<file path="src/rtl/pc_pkg.sv">
// pc_pkg: shared types and constants for the program-counter sequencer.
package pc_pkg;

  // Source of the next fetch address, in priority order from low to high.
  typedef enum logic [1:0] {
    SEL_SEQ = 2'd0,
    SEL_BR  = 2'd1,
    SEL_JMP = 2'd2,
    SEL_RET = 2'd3
  } next_pc_sel_t;

  localparam logic [31:0] DEFAULT_RESET_PC = 32'h0040_0000;
  localparam int unsigned DEFAULT_SHIFT    = 2;

  // Byte distance between consecutive instructions for a given shift.
  function automatic int unsigned pc_step(input int unsigned shift);
    return 32'd1 << shift;
  endfunction

endpackage

</file>
<file path="src/rtl/pc_ras.sv">
// pc_ras: circular return-address stack. A push on a full stack overwrites
// the oldest entry; the entry count saturates at RAS_DEPTH. A pop on an
// empty stack changes nothing. Push and pop together replace the top entry.
module pc_ras #(
  parameter int XLEN      = 32,
  parameter int RAS_DEPTH = 4
) (
  input  logic            clk,
  input  logic            rst_n,
  input  logic            push,
  input  logic            pop,
  input  logic [XLEN-1:0] push_data,
  output logic [XLEN-1:0] top,
  output logic            empty
);

  localparam int PW = $clog2(RAS_DEPTH);
  localparam int CW = PW + 1;

  logic [XLEN-1:0] mem [RAS_DEPTH];
  logic [PW-1:0]   wr_ptr;
  logic [PW-1:0]   top_ptr;
  logic [CW-1:0]   count;
  logic            do_push;
  logic            do_pop;
  logic            do_swap;

  assign top_ptr = wr_ptr - 1'b1;
  assign top     = mem[top_ptr];
  assign empty   = (count == '0);

  assign do_swap = push & pop & ~empty;
  assign do_push = push & ~do_swap;
  assign do_pop  = pop & ~push & ~empty;

  // Entry storage: no reset needed, validity is tracked by count.
  always_ff @(posedge clk) begin
    if (do_swap) begin
      mem[top_ptr] <= push_data;
    end else if (do_push) begin
      mem[wr_ptr] <= push_data;
    end
  end

  // Write pointer and saturating occupancy count.
  always_ff @(posedge clk or negedge rst_n) begin
    if (!rst_n) begin
      wr_ptr <= '0;
      count  <= '0;
    end else if (do_push) begin
      wr_ptr <= wr_ptr + 1'b1;
      if (count != CW'(RAS_DEPTH)) begin
        count <= count + 1'b1;
      end
    end else if (do_pop) begin
      wr_ptr <= top_ptr;
      count  <= count - 1'b1;
    end
  end

endmodule

</file>
<file path="src/rtl/pc_sequencer.sv">
// pc_sequencer: registered fetch PC with sequential / branch / jump / return
// next-PC selection. Optional return-address stack enabled by PC_RAS_EN.
//
// Fetch handshake: pc_valid is the producer's valid, fetch_ready the
// consumer's ready. A transfer (fire) happens on a rising edge where both are
// 1; only then are the control inputs sampled and the PC advanced. Without a
// fire, pc, redirect and the stack hold, and the requester holds its inputs.
module pc_sequencer
  import pc_pkg::*;
#(
  parameter int              XLEN      = 32,
  parameter int              IMM_W     = 16,
  parameter int              SHIFT     = DEFAULT_SHIFT,
  parameter int              JIDX_W    = 26,
  parameter logic [XLEN-1:0] RESET_PC  = XLEN'(DEFAULT_RESET_PC),
  parameter int              RAS_DEPTH = 4
) (
  input  logic              clk,
  input  logic              rst_n,
  input  logic              fetch_ready,
  input  logic              branch_req,
  input  logic              branch_taken,
  input  logic [IMM_W-1:0]  imm,
  input  logic              jump_req,
  input  logic [JIDX_W-1:0] jump_idx,
  input  logic              call,
  input  logic              ret,
  input  logic [XLEN-1:0]   ras_target,
  output logic [XLEN-1:0]   pc,
  output logic              pc_valid,
  output logic [XLEN-1:0]   pc_plus,
  output logic              redirect,
  output logic              ras_underflow
);

  localparam logic [XLEN-1:0] STEP = XLEN'(pc_step(SHIFT));

  logic            fire;
  next_pc_sel_t    sel;
  logic [XLEN-1:0] next_pc;
  logic [XLEN-1:0] br_off;
  logic [XLEN-1:0] br_pc;
  logic [XLEN-1:0] jmp_pc;
  logic [XLEN-1:0] ret_pc;
  logic            ret_eff;
  logic            underflow_now;

  assign fire    = pc_valid & fetch_ready;
  assign pc_plus = pc + STEP;
  assign br_off  = {{(XLEN-IMM_W){imm[IMM_W-1]}}, imm} << SHIFT;
  assign br_pc   = pc_plus + br_off;
  // Jump keeps the region bits of the sequential address.
  assign jmp_pc  = {pc_plus[XLEN-1:JIDX_W+SHIFT], jump_idx, {SHIFT{1'b0}}};

`ifdef PC_RAS_EN
  logic            push;
  logic            pop;
  logic [XLEN-1:0] ras_top;
  logic            ras_empty;

  // ret outranks a simultaneous call, so a call only pushes when ret is low.
  assign ret_eff       = ret;
  assign push          = fire & jump_req & call & ~ret;
  assign pop           = fire & ret;
  assign ret_pc        = ras_empty ? ras_target : ras_top;
  assign underflow_now = ret & ras_empty;

  pc_ras #(
    .XLEN      (XLEN),
    .RAS_DEPTH (RAS_DEPTH)
  ) u_ras (
    .clk       (clk),
    .rst_n     (rst_n),
    .push      (push),
    .pop       (pop),
    .push_data (pc_plus),
    .top       (ras_top),
    .empty     (ras_empty)
  );
`else
  logic unused_ras;

  // No stack: ret and call have no effect and ret falls through the chain.
  assign ret_eff       = 1'b0;
  assign ret_pc        = '0;
  assign underflow_now = 1'b0;
  assign unused_ras    = ^{ret, call, ras_target};
`endif

  // Next-PC priority: ret > jump > taken branch > sequential.
  always_comb begin
    sel     = SEL_SEQ;
    next_pc = pc_plus;
    if (ret_eff) begin
      sel     = SEL_RET;
      next_pc = ret_pc;
    end else if (jump_req) begin
      sel     = SEL_JMP;
      next_pc = jmp_pc;
    end else if (branch_req && branch_taken) begin
      sel     = SEL_BR;
      next_pc = br_pc;
    end
  end

  // PC register, valid flag, redirect flag and underflow pulse.
  always_ff @(posedge clk or negedge rst_n) begin
    if (!rst_n) begin
      pc            <= RESET_PC;
      pc_valid      <= 1'b0;
      redirect      <= 1'b0;
      ras_underflow <= 1'b0;
    end else begin
      pc_valid      <= 1'b1;
      ras_underflow <= 1'b0;
      if (fire) begin
        pc            <= next_pc;
        redirect      <= (sel != SEL_SEQ);
        ras_underflow <= underflow_now;
      end
    end
  end

endmodule

</file>
<file path="config.mk">
export PLATFORM = sky130hd
export DESIGN_NAME = pc_sequencer
export DESIGN_NICKNAME = d
export VERILOG_FILES = /design/src/rtl/pc_pkg.sv /design/src/rtl/pc_ras.sv /design/src/rtl/pc_sequencer.sv
export SDC_FILE = /design/constraint.sdc
export NUM_CORES = 1
export LEC_CHECK = 0
export BUFFER_PORTS_ARGS = -buffer_cell sky130_fd_sc_hd__buf_2
export CORE_AREA = 4 4 90 92
export CTS_BUF_LIST = sky130_fd_sc_hd__clkbuf_16
export CTS_CLUSTER_DIAMETER = 30
export CTS_CLUSTER_SIZE = 24
export DETAILED_ROUTE_END_ITERATION = 7
export DIE_AREA = 0 0 94 96
export GPL_TIMING_DRIVEN = 0
export PLACE_DENSITY = 0.95
export SETUP_SLACK_MARGIN = 0.15
export SYNTH_ARGS = -nofsm -noshare
export SYNTH_HDL_FRONTEND = slang
export SYNTH_HIERARCHICAL = 1
export SYNTH_SLANG_ARGS = --single-unit
</file>
<file path="constraint.sdc">
create_clock -name clk -period 4.8 [get_ports clk]
set_input_delay 0 -clock clk [delete_from_list [all_inputs] [get_ports clk]]
set_output_delay 0 -clock clk [all_outputs]
set_load 0.05 [all_outputs]
</file>
==> results of run 1 <==
-- flip-flops by register name, summed over array words and instances (netlist names) --
name,cells
redirect,1
pc_valid,1
pc,30
-- how the worst max path moves through the flow --
stage / slack [ns] / start / endpoint
floorplan: 0.24 / pc[2] / pc[23]
global placement: 0.86 / pc[2] / pc[25]
detailed placement: 0.72 / pc[2] / pc[29]
CTS: 0.68 / pc[2] / pc[29]
global route: 0.40 / pc[9] / pc[29]
finish: 0.54 / pc[9] / pc[29]
-- repair_timing --
| item | CTS | global route |
|---|---|---|
| hold endpoints to repair | 33 | 0 |
| hold buffers | 3 | 0 |
| setup buffers | 0 | 0 |
| endpoints found under the setup margin | 0 | 0 |
-- layer usage --
metal | up-vias | GRT usage | share of wire
li1 | 2078 | - | -
met2 | 329 | 0.519 | 0.48
met3 | 66 | 0.0430 | 0.12
met5 | - | 0 | 0
met4 | 0 | 0.108 | 0.041
met1 | 2143 | 0.343 | 0.36
-- through the flow --
step / power (mW) / setup WS [ns]
6_report: 2.18 / 0.544
5_1_grt: 2.28 / 0.398
4_1_cts: 2.15 / 0.683
3_5_place_dp: 1.77 / 0.721
3_3_place_gp: 1.73 / 0.861
2_1_floorplan: 1.45 / 0.239
-- logic make-up (layout without fill, tap and decap cells) --
family,after synthesis,in the layout,synth area share
AOI/OAI and AO/OA,152,152,0.271
muxes,6,6,0.0154
DFF,32,32,0.206
adders and majority gates,37,37,0.121
and+or+nand+nor,195,195,0.243
buffers and inverters,32,151,0.0360
other,2,6,0.00193
xor gates and xnor gates,46,46,0.105
-- power groups by stage --
stage	registers (mW)	logic, mW	clock network (mW)
finish	0.420	1.39	0.374
CTS	0.414	1.37	0.370
global route	0.426	1.48	0.378
global placement	0.413	1.32	0
floorplan	0.602	0.846	0
detailed placement	0.418	1.35	0
-- synth_stat cells, types with 2 or more instances --
cell and n:
nor2_2 2, mux2i_1 6, o311ai_1 2, buf_1 2, a221o_1 2, o21ai_0 29, a21oi_1 38, a311oi_1 2
o211ai_1 6, a21boi_0 3, inv_1 4, nand3_1 25, a211oi_1 10, nor2b_1 2, nand2b_1 6, a21o_1 16
nor3_1 6, nor2_1 45, clkbuf_1 20, or3_1 3, nor3b_1 3, o311ai_0 4, o221ai_1 4, a31oi_1 4
o22ai_1 2, and4_1 4, xor2_1 23, xnor2_1 22, and3_1 16, ha_1 36, dfrtp_1 31, a22oi_1 3
o31a_1 2, and2_1 6, o21ai_1 3, nand2_1 61, o21a_1 7, conb_1 2, buf_4 5, nand4_1 10
-- layout make-up --
| cell class | count | area [µm²] | area share |
|---|---|---|---|
| Multi-Input combinational cell | 442 | 2970 | 0.622 |
| Sequential cell | 32 | 802 | 0.168 |
| Timing Repair Buffer | 111 | 571 | 0.120 |
| Clock buffer | 5 | 125 | 0.0262 |
| Buffer | 28 | 125 | 0.0262 |
| Tap cell | 99 | 124 | 0.0260 |
| Clock inverter | 3 | 42.5 | 0.00892 |
| Inverter | 4 | 15.0 | 0.00315 |
-- worst max-delay path: stages, from the launching register on --
cell,delay (ns)
dfrtp_1,0.46
and4_1,0.27
and3_1,0.16
buf_2,0.17
and3_1,0.24
nand3_1,0.15
nor2_1,0.17
xor2_1,0.35
ha_1,0.30
clkbuf_1,0.21
a21o_1,0.24
a21oi_1,0.20
nand2b_1,0.14
a21oi_1,0.11
a32oi_1,0.17
o21ai_0,0.15
a211oi_1,0.29
xor2_1,0.22
o21ai_0,0.12
==> reports/qor.csv, run 1 <==
metric,value,unit
clockBufferDepth,2,
drive_above_1_share,0.218,
ys_seq_elements,32,
cts_tree,done,
insertion_delay,0.29,ns
rrSetupSlack,0.54,ns
rows,31,
syn_to_final_growth,22.5,%
setup_viol,0,
synth-warning-count,6,
fin_cells,724,
drc,0,
hold_depth,3,
internal_power,988,µW
rsz0062_at_grt,no,
synth.area.top_cells,"dfrtp_1 (20%), ha_1 (12%), nand2_1 (5.9%)",
vias,4616,
cts.clk_slew.worst_paths,0.06,ns
final_util,0.661,
grt_pass1_wl,20500,µm
cts_inserted_buffers,5,
ys.flop_type,dfrtp_1,
ant_nets,0,
synth_area,3890,µm²
final_common_cell,buf_2,
final_nets,743,
ios,149,
hp-class,in2reg,
worstPathArrival,4.40,ns
min_period,4.26,ns
required,4.95,ns
hp-start,jump_idx[7],
place_inst,713,
finClkSkew,0.00779,ns
drt_wl_total,13500,µm
p_sw_frac,0.547,
fillers,607,
post_cts_resize_count,0,
clkPwrFrac,0.171,
switchingPower,1.19,mW
maxCapViolations,0,
fp.dieW,94,µm
leakage,2.28,nW
grt_antenna_before_repair,0,
grt_start_max_net_pins,33,
relSlewSlack,0.495,
reg2reg_depth,18,
hold_ws,0.0137,ns
start_kind,register,
cts.sinks,32,
outcome,finished clean,
synth_top_cell_by_area,dfrtp_1,
n_antenna_cell,0,
grt_usage,0.287,
min_to,pc[9],
fin_area,4770,µm²
first_global_vias,4326,
drt-initial-drc-count,602,
yosysUniqueCellTypes,65,
fmax,235,MHz
seqPwrFrac,0.192,
critPathKind,reg2reg,
final_cell_mix,"buf_2 (109), nand2_1 (61), nor2_1 (45)",
h-tree-depth,2,
dpl-instance-area,4570,µm²
post-route-period-util,0.887,
dp_hpwl,10100,µm
powerDensity,457,nW/µm²
setup_tns,0,ns
finalWeightedCongestion,1.04,
core-area,7210,µm²
start_util,0.540,
synth_edf_count,0,
async_reset_ff_frac,1.00,
firstDrtPassIters,5,
r2r-start,pc[9],
maxSlewViolCount,0,
synth_seq_area_share,0.206,
root_buffer,clkbuf_16,
port-buffer-count,108,
synthCells,502,
reg2reg_to,pc[29],
yosysTopAreaCellShare,0.199,
grt_overflow,0,
end_kind,register,
die_h,96,µm
crit_fanout,9,
hold_violations,0,
worst_ir_drop_vdd,0.278,mV
dieArea,9020,µm²
vias_per_cell,6.38,
worst_pin_slew,0.758,ns
wl_per_cell,18.6,µm
avgSynthCellArea,7.75,µm²
power_frac_comb,0.636,
Note: power is estimated with default switching activity, not from simulation.
==> inputs of run 2 (changes only) <==
--- a/config.mk
+++ b/config.mk
@@ -6,12 +6,14 @@
 export NUM_CORES = 1
 export LEC_CHECK = 0
 export BUFFER_PORTS_ARGS = -buffer_cell sky130_fd_sc_hd__buf_2
-export CORE_AREA = 4 4 90 92
+export CELL_PAD_IN_SITES_DETAIL_PLACEMENT = 2
+export CELL_PAD_IN_SITES_GLOBAL_PLACEMENT = 2
+export CORE_AREA = 4 4 119 121
 export CTS_BUF_LIST = sky130_fd_sc_hd__clkbuf_16
 export CTS_CLUSTER_DIAMETER = 30
 export CTS_CLUSTER_SIZE = 24
 export DETAILED_ROUTE_END_ITERATION = 7
-export DIE_AREA = 0 0 94 96
+export DIE_AREA = 0 0 123 125
 export GPL_TIMING_DRIVEN = 0
 export PLACE_DENSITY = 0.95
 export SETUP_SLACK_MARGIN = 0.15
==> reports/qor.csv, run 2 (synthesis results as in run 1) <==
metric,value,unit,change
outcome,finished clean,,unchanged
syn_to_final_growth,24.5,%,was 22.5%
place_inst,790,,was 713
start_kind,register,,unchanged
drc,0,,unchanged
grt_overflow,0,,unchanged
drt_wl_total,19000,µm,was 13500 µm
regMostFlops,pc,,unchanged
fillers,1541,,was 607
critPathKind,reg2reg,,unchanged
die_h,125,µm,was 96 µm
final_common_cell,buf_2,,unchanged
insertion_delay,0.29,ns,about the same
first_global_vias,5184,,was 4326
cts_tree,done,,unchanged
setup_viol,0,,unchanged
crit_fanout,9,,unchanged
rows,42,,was 31
worstPathArrival,4.70,ns,was 4.40 ns
cts.sinks,32,,unchanged
grt_pass1_wl,29100,µm,was 20500 µm
fmax,219,MHz,was 235 MHz
fin_cells,800,,was 724
grt_antenna_before_repair,0,,unchanged
hold_depth,3,,unchanged
finalPower,2.21,mW,was 2.18 mW
firstDrtPassIters,5,,unchanged
relSlewSlack,0.469,,was 0.495
start_util,0.297,,was 0.540
crit_slowest_cell,dfrtp_1,,unchanged
hold_ws,0.0126,ns,was 0.0137 ns
dieArea,15400,µm²,was 9020 µm²
finalWeightedCongestion,0.889,,was 1.04
min_period,4.56,ns,was 4.26 ns
root_buffer,clkbuf_16,,unchanged
cts_inserted_buffers,5,,unchanged
end_kind,register,,unchanged
worst_slack,0.238,ns,was 0.544 ns
h-tree-depth,2,,unchanged
drive_above_1_share,0.220,,was 0.218
final_cell_mix,"buf_2 (109), nand2_1 (61), nor2_1 (43)",,"was buf_2 (109), nand2_1 (61), nor2_1 (45)"
setup_tns,0,ns,unchanged
reg_top3,"pc: 30 flops, pc_valid: 1 flops, redirect: 1 flops",,unchanged
rsz0062_at_grt,no,,unchanged
hp-class,in2reg,,unchanged
hold_violations,0,,unchanged
cts.clk_slew.worst_paths,0.06,ns,about the same
largest_register_ff_count,30,,unchanged
worst_ir_drop_vdd,0.183,mV,was 0.278 mV
drt-initial-drc-count,280,,was 602
required,4.94,ns,was 4.95 ns
ant_nets,0,,unchanged
clockBufferDepth,2,,unchanged
grt_usage,0.239,,was 0.287
post-route-period-util,0.950,,was 0.887
final_nets,742,,was 743
maxCapViolations,0,,unchanged
reg2reg_depth,18,,unchanged
leakage,2.27,nW,was 2.28 nW
grt_start_max_net_pins,33,,unchanged
vias,4648,,was 4616
dp_hpwl,14500,µm,was 10100 µm
fp.dieW,123,µm,was 94 µm
port-buffer-count,108,,unchanged
maxSlewViolCount,0,,unchanged
cp_cell_sequence,and4_1 -> and3_1 -> buf_2 -> and3_1 -> nand3_1 -> nor2_2 -> xor2_2 -> ha_1 -> clkbuf_1 -> a21o_1 -> a21oi_1 -> nand2b_1 -> a21oi_1 -> a32oi_1 -> o21ai_0 -> a211oi_1 -> xor2_1 -> o21ai_0,,was and4_1 -> and3_1 -> buf_2 -> and3_1 -> nand3_1 -> nor2_1 -> xor2_1 -> ha_1 -> clkbuf_1 -> a21o_1 -> a21oi_1 -> nand2b_1 -> a21oi_1 -> a32oi_1 -> o21ai_0 -> a211oi_1 -> xor2_1 -> o21ai_0
vias_per_cell,5.81,,was 6.38
cpPeakStageDelay,0.46,ns,about the same
wl_per_cell,23.7,µm,was 18.6 µm
pre_cts_ws,0.345,ns,was 0.721 ns
powerDensity,456,nW/µm²,was 457 nW/µm²
core-area,13100,µm²,was 7210 µm²
n_antenna_cell,0,,unchanged
worst_pin_slew,0.797,ns,was 0.758 ns
ios,149,,unchanged
finClkSkew,0.00493,ns,was 0.00779 ns
[run 2: power by group]
part           switching (mW)  internal, mW  leakage, nW
clock network           0.129         0.187       0.0738
registers               0.106         0.328        0.391
logic                    1.04         0.418         1.80
total                    1.28         0.933         2.27
[run 2: layer usage]
metal,vias up,track usage,part of all wire
li1,2083,-,-
met2,207,0.424,0.51
met1,2319,0.285,0.40
met5,-,0,0
met4,0,0.0847,0.023
met3,39,0.0443,0.065
[run 2: path summary, 6_finish.rpt]
kind                         startpoint      to  slack (ns)
min in group asynchronous         rst_n  pc[28]        0.32
max in group asynchronous         rst_n  pc[11]        3.96
setup / recovery                  pc[9]  pc[29]        0.24
setup reg to reg                  pc[9]  pc[29]        0.24
hold / removal             jump_idx[15]  pc[17]        0.01
hold reg to reg                  pc[20]  pc[20]        0.57
[run 2: worst max-delay path: cells and delay by family, from the launching register on]
family          cells  cell delay [ns]
simple gates        6             1.24
xor+xnor            2             0.57
compound gates      7             1.44
fa+ha+maj           1             0.29
flops               1             0.46
buf+inv             2             0.43
[run 2: per-stage QoR]
step / utilization / instance area [µm²]
detailed placement: 0.357 / 4670
finish: 0.370 / 4840
floorplan: - / 3910
global placement: 0.357 / 4670
global route: 0.370 / 4840
CTS: 0.369 / 4820
[run 2: what timing repair did]
action                     CTS  global route
buffers inserted             0             0
hold buffers                 2             0
hold endpoints to repair    32             0
gates resized for setup      0             4
setup endpoints to repair    0             3
[run 2: cell type report]
cell class	instances	area, µm²	area share
timing repair buffer	110	561	0.116
tap	176	220	0.0455
buffer	28	125	0.0258
sequential	32	802	0.166
clock inverter	3	11.3	0.00232
clock buffer	5	125	0.0258
inverter	4	15.0	0.00310
multi-input combinational	442	2990	0.616
==> inputs of run 3 (changes only) <==
--- a/config.mk
+++ b/config.mk
@@ -9,7 +9,7 @@
 export CELL_PAD_IN_SITES_DETAIL_PLACEMENT = 2
 export CELL_PAD_IN_SITES_GLOBAL_PLACEMENT = 2
 export CORE_AREA = 4 4 119 121
-export CTS_BUF_LIST = sky130_fd_sc_hd__clkbuf_16
+export CTS_BUF_LIST = sky130_fd_sc_hd__clkbuf_8
 export CTS_CLUSTER_DIAMETER = 30
 export CTS_CLUSTER_SIZE = 24
 export DETAILED_ROUTE_END_ITERATION = 7
==> constraint.sdc (replaced) <==
create_clock -name clk -period 5.4 [get_ports clk]
set_input_delay 0 -clock clk [delete_from_list [all_inputs] [get_ports clk]]
set_output_delay 0 -clock clk [all_outputs]
set_load 0.05 [all_outputs]
==> reports/qor.csv, run 3 (synthesis results as in run 1) <==
metric,value,unit,change
vias,4584,,was 4648
top_layer,met4,,unchanged
drive_above_1_share,0.214,,was 0.220
ios,149,,unchanged
h-tree-depth,2,,unchanged
worstPathArrival,4.80,ns,was 4.70 ns
worst_ir_drop_vdd,0.155,mV,was 0.183 mV
powerDensity,391,nW/µm²,was 456 nW/µm²
syn_to_final_growth,23.0,%,was 24.5%
clockBufferDepth,2,,unchanged
fp.dieW,123,µm,unchanged
crit_slowest_cell,dfrtp_1,,unchanged
hp-start,jump_idx[1],,was jump_idx[15]
regMostFlops,pc,,unchanged
reg2reg_depth,18,,unchanged
start_util,0.297,,unchanged
rrSetupSlack,0.77,ns,was 0.24 ns
start_kind,register,,unchanged
fin_cells,801,,was 800
insertion_delay,0.30,ns,was 0.29 ns
outcome,finished clean,,unchanged
maxCapViolations,0,,unchanged
die_h,125,µm,unchanged
root_buffer,clkbuf_8,,was clkbuf_16
hold_depth,3,,unchanged
min_to,pc[3],,was pc[17]
wl_met2,9520,µm,was 9640 µm
cp.buffers_inverters,2,,unchanged
hp-class,in2reg,,unchanged
ant_nets,0,,unchanged
drt-initial-drc-count,242,,was 280
post_cts_resize_count,0,,unchanged
dieArea,15400,µm²,unchanged
finalWeightedCongestion,0.889,,unchanged
grt_pass1_wl,29200,µm,was 29100 µm
crit_fanout,9,,unchanged
wl_met3,978,µm,was 1230 µm
dp_hpwl,14500,µm,unchanged
leakage,2.25,nW,was 2.27 nW
core-area,13100,µm²,unchanged
n_antenna_cell,0,,unchanged
hold_ws,0.00260,ns,was 0.0126 ns
setup_viol,0,,unchanged
cts.clk_slew.worst_paths,0.08,ns,was 0.06 ns
final_common_cell,buf_2,,unchanged
rsz0062_at_grt,no,,unchanged
final_nets,743,,was 742
post_cts_buffers,0,,unchanged
critPathKind,reg2reg,,unchanged
post-route-period-util,0.858,,was 0.950
finClkSkew,0.00610,ns,was 0.00493 ns
fmax,216,MHz,was 219 MHz
cts_inserted_buffers,5,,unchanged
final_cell_mix,"buf_2 (109), nand2_1 (61), nor2_1 (45)",,"was buf_2 (109), nand2_1 (61), nor2_1 (43)"
port-buffer-count,108,,unchanged
r2r-start,pc[9],,unchanged
reg2reg_to,pc[29],,unchanged
wl_per_cell,23.0,µm,was 23.7 µm
grt_start_max_net_pins,33,,unchanged
drt_wl_total,18400,µm,was 19000 µm
cp_cell_sequence,and4_1 -> and3_1 -> buf_2 -> and3_1 -> nand3_1 -> nor2_1 -> xor2_1 -> ha_1 -> clkbuf_1 -> a21o_1 -> a21oi_1 -> nand2b_1 -> a21oi_1 -> a32oi_1 -> o21ai_0 -> a211oi_1 -> xor2_1 -> o21ai_0,,was and4_1 -> and3_1 -> buf_2 -> and3_1 -> nand3_1 -> nor2_2 -> xor2_2 -> ha_1 -> clkbuf_1 -> a21o_1 -> a21oi_1 -> nand2b_1 -> a21oi_1 -> a32oi_1 -> o21ai_0 -> a211oi_1 -> xor2_1 -> o21ai_0
grt_antenna_before_repair,0,,unchanged
wl_met1,7520,µm,was 7670 µm
reg_top3,"pc: 30 flops, pc_valid: 1 flops, redirect: 1 flops",,unchanged
relSlewSlack,0.473,,was 0.469
place_inst,790,,unchanged
maxSlewViolCount,0,,unchanged
setup_tns,0,ns,unchanged
largest_register_ff_count,30,,unchanged
vias_per_cell,5.72,,was 5.81
rows,42,,unchanged
end_kind,register,,unchanged
grt_usage,0.240,,was 0.239
required,5.57,ns,was 4.94 ns
cts_tree,done,,unchanged
first_global_vias,5199,,was 5184
firstDrtPassIters,4,,was 5
min_period,4.63,ns,was 4.56 ns
cpLargestDelayFamily,compound AO/OA/AOI/OAI gates,,unchanged
hold_violations,0,,unchanged
worst_pin_slew,0.790,ns,was 0.797 ns
cts.sinks,32,,unchanged
grt_overflow,0,,unchanged
cpPeakStageDelay,0.47,ns,was 0.46 ns
holdBufCountCts,3,,was 2
drc,0,,unchanged
-- run 3: cell count changes in the layout (fill, tap and decap cells not counted) --
cell / previous run / this run
clkbuf_8: 0 / 6
clkbuf_16: 5 / 0
nor2_1: 43 / 45
nor2_2: 4 / 2
xor2_1: 21 / 23
xor2_2: 3 / 1
clkinv_1: 1 / 0
dlygate4sd3_1: 2 / 3
-- run 3: power by group --
group	switching (mW)	internal (mW)
Clock	0.104	0.100
Combinational	0.916	0.371
Sequential	0.0907	0.291
Total	1.11	0.763
-- run 3: cell type report --
cell class	count	area, µm²
fillers	1558	8300
repair buffers	111	571
clock inverters	2	7.51
flip-flops and latches	32	802
multi-input cells	442	2970
inverters	4	15.0
clock buffers	6	82.6
well taps	176	220
plain buffers	28	125
-- run 3: how the worst max path moves through the flow --
stage,startpoint,endpoint,cells after the start
2_1_floorplan,pc[2],pc[23],15
3_3_place_gp,pc[2],pc[31],15
3_5_place_dp,pc[2],pc[29],17
4_1_cts,pc[2],pc[29],17
5_1_grt,pc[2],pc[29],17
6_report,pc[9],pc[29],18
-- run 3: worst register-to-register path, stage by stage (launching register included) --
cell      delay, ns
dfrtp_1        0.47
and4_1         0.29
and3_1         0.18
buf_2          0.21
and3_1         0.24
nand3_1        0.14
nor2_1         0.20
xor2_1         0.40
ha_1           0.33
clkbuf_1       0.22
a21o_1         0.24
a21oi_1        0.24
nand2b_1       0.15
a21oi_1        0.12
a32oi_1        0.18
o21ai_0        0.15
a211oi_1       0.31
xor2_1         0.27
o21ai_0        0.16
-- run 3: routing by layer --
| layer | GRT usage | vias to the layer above |
|---|---|---|
| met3 | 0.0407 | 36 |
| met4 | 0.0736 | 0 |
| met2 | 0.432 | 139 |
| met1 | 0.289 | 2320 |
| met5 | 0 | - |
| li1 | - | 2089 |
-- run 3: stage by stage --
step / power [mW] / worst slack (ns) / area [µm²] / utilization
floorplan: 1.29 / 0.839 / 3910 / -
global placement: 1.58 / 1.28 / 4670 / 0.357
detailed placement: 1.65 / 0.945 / 4670 / 0.357
CTS: 1.87 / 0.846 / 4790 / 0.366
global route: 1.98 / 0.573 / 4790 / 0.366
finish: 1.87 / 0.765 / 4790 / 0.366
